[config.mk]
export PLATFORM = sky130hd
export DESIGN_NAME = sat_inc8
export DESIGN_NICKNAME = d
export VERILOG_FILES = /design/src/rtl/sat_inc8.sv
export SDC_FILE = /design/constraint.sdc
export NUM_CORES = 1
export LEC_CHECK = 0
export CORE_AREA = 2 2 39 41
export DETAILED_ROUTE_END_ITERATION = 16
export DIE_AREA = 0 0 41 43
export PLACE_DENSITY = 0.49
export SLEW_MARGIN = 30
export SYNTH_ARGS = -nofsm -noshare
export SYNTH_HDL_FRONTEND = slang
export SYNTH_SLANG_ARGS = --single-unit
[constraint.sdc]
create_clock -name vclk -period 1.4
set_input_delay 0.28 -clock vclk [all_inputs]
set_output_delay 0.28 -clock vclk [all_outputs]
set_load 0.01 [all_outputs]
[src/rtl/sat_inc8.sv]
// 8-bit saturating incrementer with clear; clear applies before increment.
// Ports: val (current), clr, inc -> nxt (next value).
module sat_inc8 (
  input  logic [7:0] val,
  input  logic       clr,
  input  logic       inc,
  output logic [7:0] nxt
);

  logic [7:0] base;

  // clr together with inc yields 1 (restart a count)
  always_comb begin
    base = clr ? 8'd0 : val;
    nxt  = base;
    if (inc && base != 8'hFF)
      nxt = base + 8'd1;
  end

endmodule

======== Word level (Yosys, flattened, before mapping) ========
Cells that the tools add are included.
cells by class
  $add $sub $neg .......................... 1
  equal/unequal tests ..................... 1
  multiplexer cells ....................... 2
  reductions and logical operators ........ 1
operators by type and width
  operator             count
  $mux 8               2
  $add 8x1->8 const B  1
  $ne 8x8->1 const B   1
  $logic_and 1x1->1    1
word-level totals
  register bits after elaboration ......... 0
  input bits .............................. 10
  output and inout port bits .............. 8
  word-level logic and storage cells ...... 5

======== Longest topological paths before layout ========
  depth after elaboration ................. 4
  depth in mapped cells ................... 5
  mapped depth without buffers ............ 3

======== Least setup slack after synthesis ========
Ideal clock, no wire load.
  path type ............................... in2out
  start point ............................. input port inc
  end point ............................... output port nxt[5]
  arrival time ............................ 1.184 ns
  data required time ...................... 1.120 ns
  path slack .............................. -0.064 ns
  stages .................................. 5
  path buffers ............................ 2
  path through ............................ buf_4 > and4_1 > buf_4 > a31oi_1 > a311oi_1
between the ends
  longest elaborated chain between the ends .. 2
ends and longest elaborated chain
  what               RTL line  RTL
  from (decl)        6         input logic inc,
  $logic_and 1x1->1  16        if (inc && base != 8'hFF)
  $mux 8             16
  to (decl)          7         output logic [7:0] nxt
Every way passes these cells.

======== Final worst setup path ========
  start point ............................. input port val[2]
  end point ............................... output port nxt[2]
between the ends
  longest elaborated chain between the ends .. 4
  elaborated cells on any way between the ends .. 5
  those cells by class .................... add/sub: 1; eq/ne: 1; mux: 2; reduce/logical: 1
ends and longest elaborated chain
  what                                                                 RTL line  RTL
  from (decl)                                                          4         input logic [7:0] val,
  $mux 8 (*)                                                           14        base = clr ? 8'd0 : val;
  parallel branches: the longest is 2 deep, another holds $add 8x1->8  -
  $mux 8 (*)                                                           16
Mark *: on every way between the ends.

==> results.md <==
- Result of the run: finished, violations left
- Failing checks: negative setup slack
- Aggregate global-route resource usage: 0.103
- Worst-case vdd ir drop: 106 uV
- Pwr/cell area: 271 mW/mm2
- Number of clock buffers in the layout: 0
- MaxCap Viol Count: 0
- Maximum number of pins on one net before global-route repair: 9
- Total nets after synthesis: 42
- Final HPWL from detailed placement: 628 um
- Setup slack after layout: -0.0426 ns
- Kind of critical path: in -> out
- Adder-Cell Fraction of Synth Area: 0
- Total Nets Final: 82
- Sequential cell area: 0 um2
- Sequential share of the synthesized area: 0
- Number of failing hold endpoints at the final stage: 0
- Iter 0 DRT Violations: 0
- Yosys top cell area share: 0.118
- Top-count cell post-synth: a31oi_1
- Largest delay contributor family on the critical path: buffers and inverters
- ANT nets after route: 0
- Vert. Die Dim: 43 um
- Worst Hold Margin: 0.943 ns
- Share of the clock period used by the worst path after layout: 1.03
- Number of distinct library cells after synthesis: 21
- Total number of vias: 397
- Most Frequent Cell on Critical Path: buf_6
- N_diodes: 0
- Synth top cells by count: a31oi_1, a21oi_1, nor3_1
- Total core area: 0.00138 mm2
- Detailed-routing iteration count for the pre-antenna-repair pass: 1
- Number of global-route vias before repair: 338
- Mean routed wirelength per cell: 9.98 um
- Synthesized area: 213 um2
- Number of sequential storage elements: 0
- Aggregate global routing overflow: 0
- Number of placed I/O pins: 18
- Required @ worst endpoint: 1.12 ns
- Wire length of the first global-routing pass: 1390 um
- Detailed Route WL: 858 um
- Main combinational cell family by area after synthesis: compound AO/OA/AOI/OAI gates
- Post-synthesis to final-layout area growth: 197%
- Data arrival at the endpoint of the critical path: 1.16 ns
- Post-detailed-route via-to-cell ratio: 4.62
- Multiplexer share of the synthesized area: 0
- Post-route minimum period: 1.44 ns
- Post-synth top area cell: a31oi_1
- Port Buffers: 18
- LEAKAGE: 0.000284 uW
- Worst Path Buf+Inv: 4
- TNS Setup: -0.0426 ns
- Slew Limit Fails: 0
- Cells traversed along the worst timing path: buf_6 -> and4_4 -> buf_6 -> buf_6 -> a211oi_4 -> buf_2
- Kind of launch point of the worst setup path: input port
- Worst min path class: in -> out
- Critical Path Sink Type: output port
- Global placer's final weighted congestion: 0.691
- Residual DRC count: 0
- Library cell contributing the largest single delay on the critical path: and4_4
- Synthesis Warnings: 0
- Largest incremental delay on the critical path: 0.21 ns
- Worst Max-Slew Pin Slew: 0.291 ns
- Ratio of cells with drive above 1 in the final layout: 0.743
- Achievable Freq: 0.693 GHz
- Initial standard-cell utilization of the core: 0.154
- Complex-gate fraction of the synthesized area: 0.465
- Post-synthesis instance total: 32
- Simple-gate portion of the synthesized area: 0.406
- Die ar.: 0.00176 mm2
- Number of fillers in the final layout: 141
- Antenna violations before repair: 0
- Dominant cells by area after synthesis: a31oi_1, a311oi_1, a21oi_1, nor3_1, buf_4
- Die width: 41 um
- Cell Rows: 14
- Total of endpoints with negative setup slack in the final report: 1
- Post-Synthesis Mean Instance Area: 6.65 um2
- Share of the synthesized netlist area taken by xor and xnor gates: 0.0412
- Crit Path Max Fanout: 6
- Slew margin rel.: 0.805
- Unrepaired setup endpoints after global routing: true
-- cell usage in the layout, fill, tap and decap left out --
master / n
and4_4: 1
a31oi_2: 1
a41oi_2: 1
buf_8: 3
nor2b_1: 1
and3_4: 1
nand3_4: 1
o21bai_1: 1
a211oi_4: 1
a311oi_1: 1
nor3_1: 2
nand2_1: 1
a31oi_1: 3
nand2_4: 1
buf_4: 17
or3_4: 1
buf_2: 9
nor2_1: 1
o21ai_1: 1
nand4_1: 1
a311oi_2: 1
nor3_4: 1
nand3_1: 2
a211oi_2: 1
a21oi_1: 3
buf_6: 12
xnor2_1: 1
-- report_power, final --
group	internal (uW)	switching (uW)
Sequential	0	0
Clock	0	0
Combinational	101	70.1
-- kinds of logic (layout without fill, tap and decap cells) --
group | count (synthesis) | in the layout
buf+inv | 3 | 41
xor+xnor | 1 | 1
simple gates | 14 | 14
compound gates | 14 | 14
-- metal layers --
layer | wire (um) | vias to the layer above | track usage
met3 | 37 | 0 | 0
met1 | 363 | 180 | 0.158
met4 | 0 | 0 | 0
met2 | 456 | 9 | 0.166
li1 | - | 208 | -
met5 | 0 | - | 0
-- area by class of cell --
cell class / count / area, um2 / share of cell area
Multi-Input combinational cell: 29 / 259 / 0.410
Tap cell: 16 / 20.0 / 0.0317
Timing Repair Buffer: 41 / 353 / 0.558
-- metrics by stage --
stage	total power, uW	util	std cells	instance area (um2)	worst slack (ns)
after global placement	149	0.374	77	518	-0.936
after detailed placement	149	0.374	77	518	-0.938
after CTS	143	0.379	80	524	-0.0469
after floorplan	51.3	-	32	233	-0.0230
after global routing	185	0.457	86	632	-0.0815
final	171	0.457	86	632	-0.0426
-- worst min-delay path, cell delays in order --
cell,delay (ns)
buf_6,0.07
or3_4,0.13
a211oi_4,0.05
buf_2,0.13
-- timing repair --
action,in CTS,in global routing
pin swaps,12,10
endpoints found under the setup margin,8,8
hold buffers,0,0
setup buffers,3,6
gates resized for setup,88,12
-- final timing paths --
kind,startpoint,to,slack (ns),cells past startpoint
max,val[2],nxt[2],-0.04,6
min,clr,nxt[2],0.94,4
(Power assumes the default switching activity.)
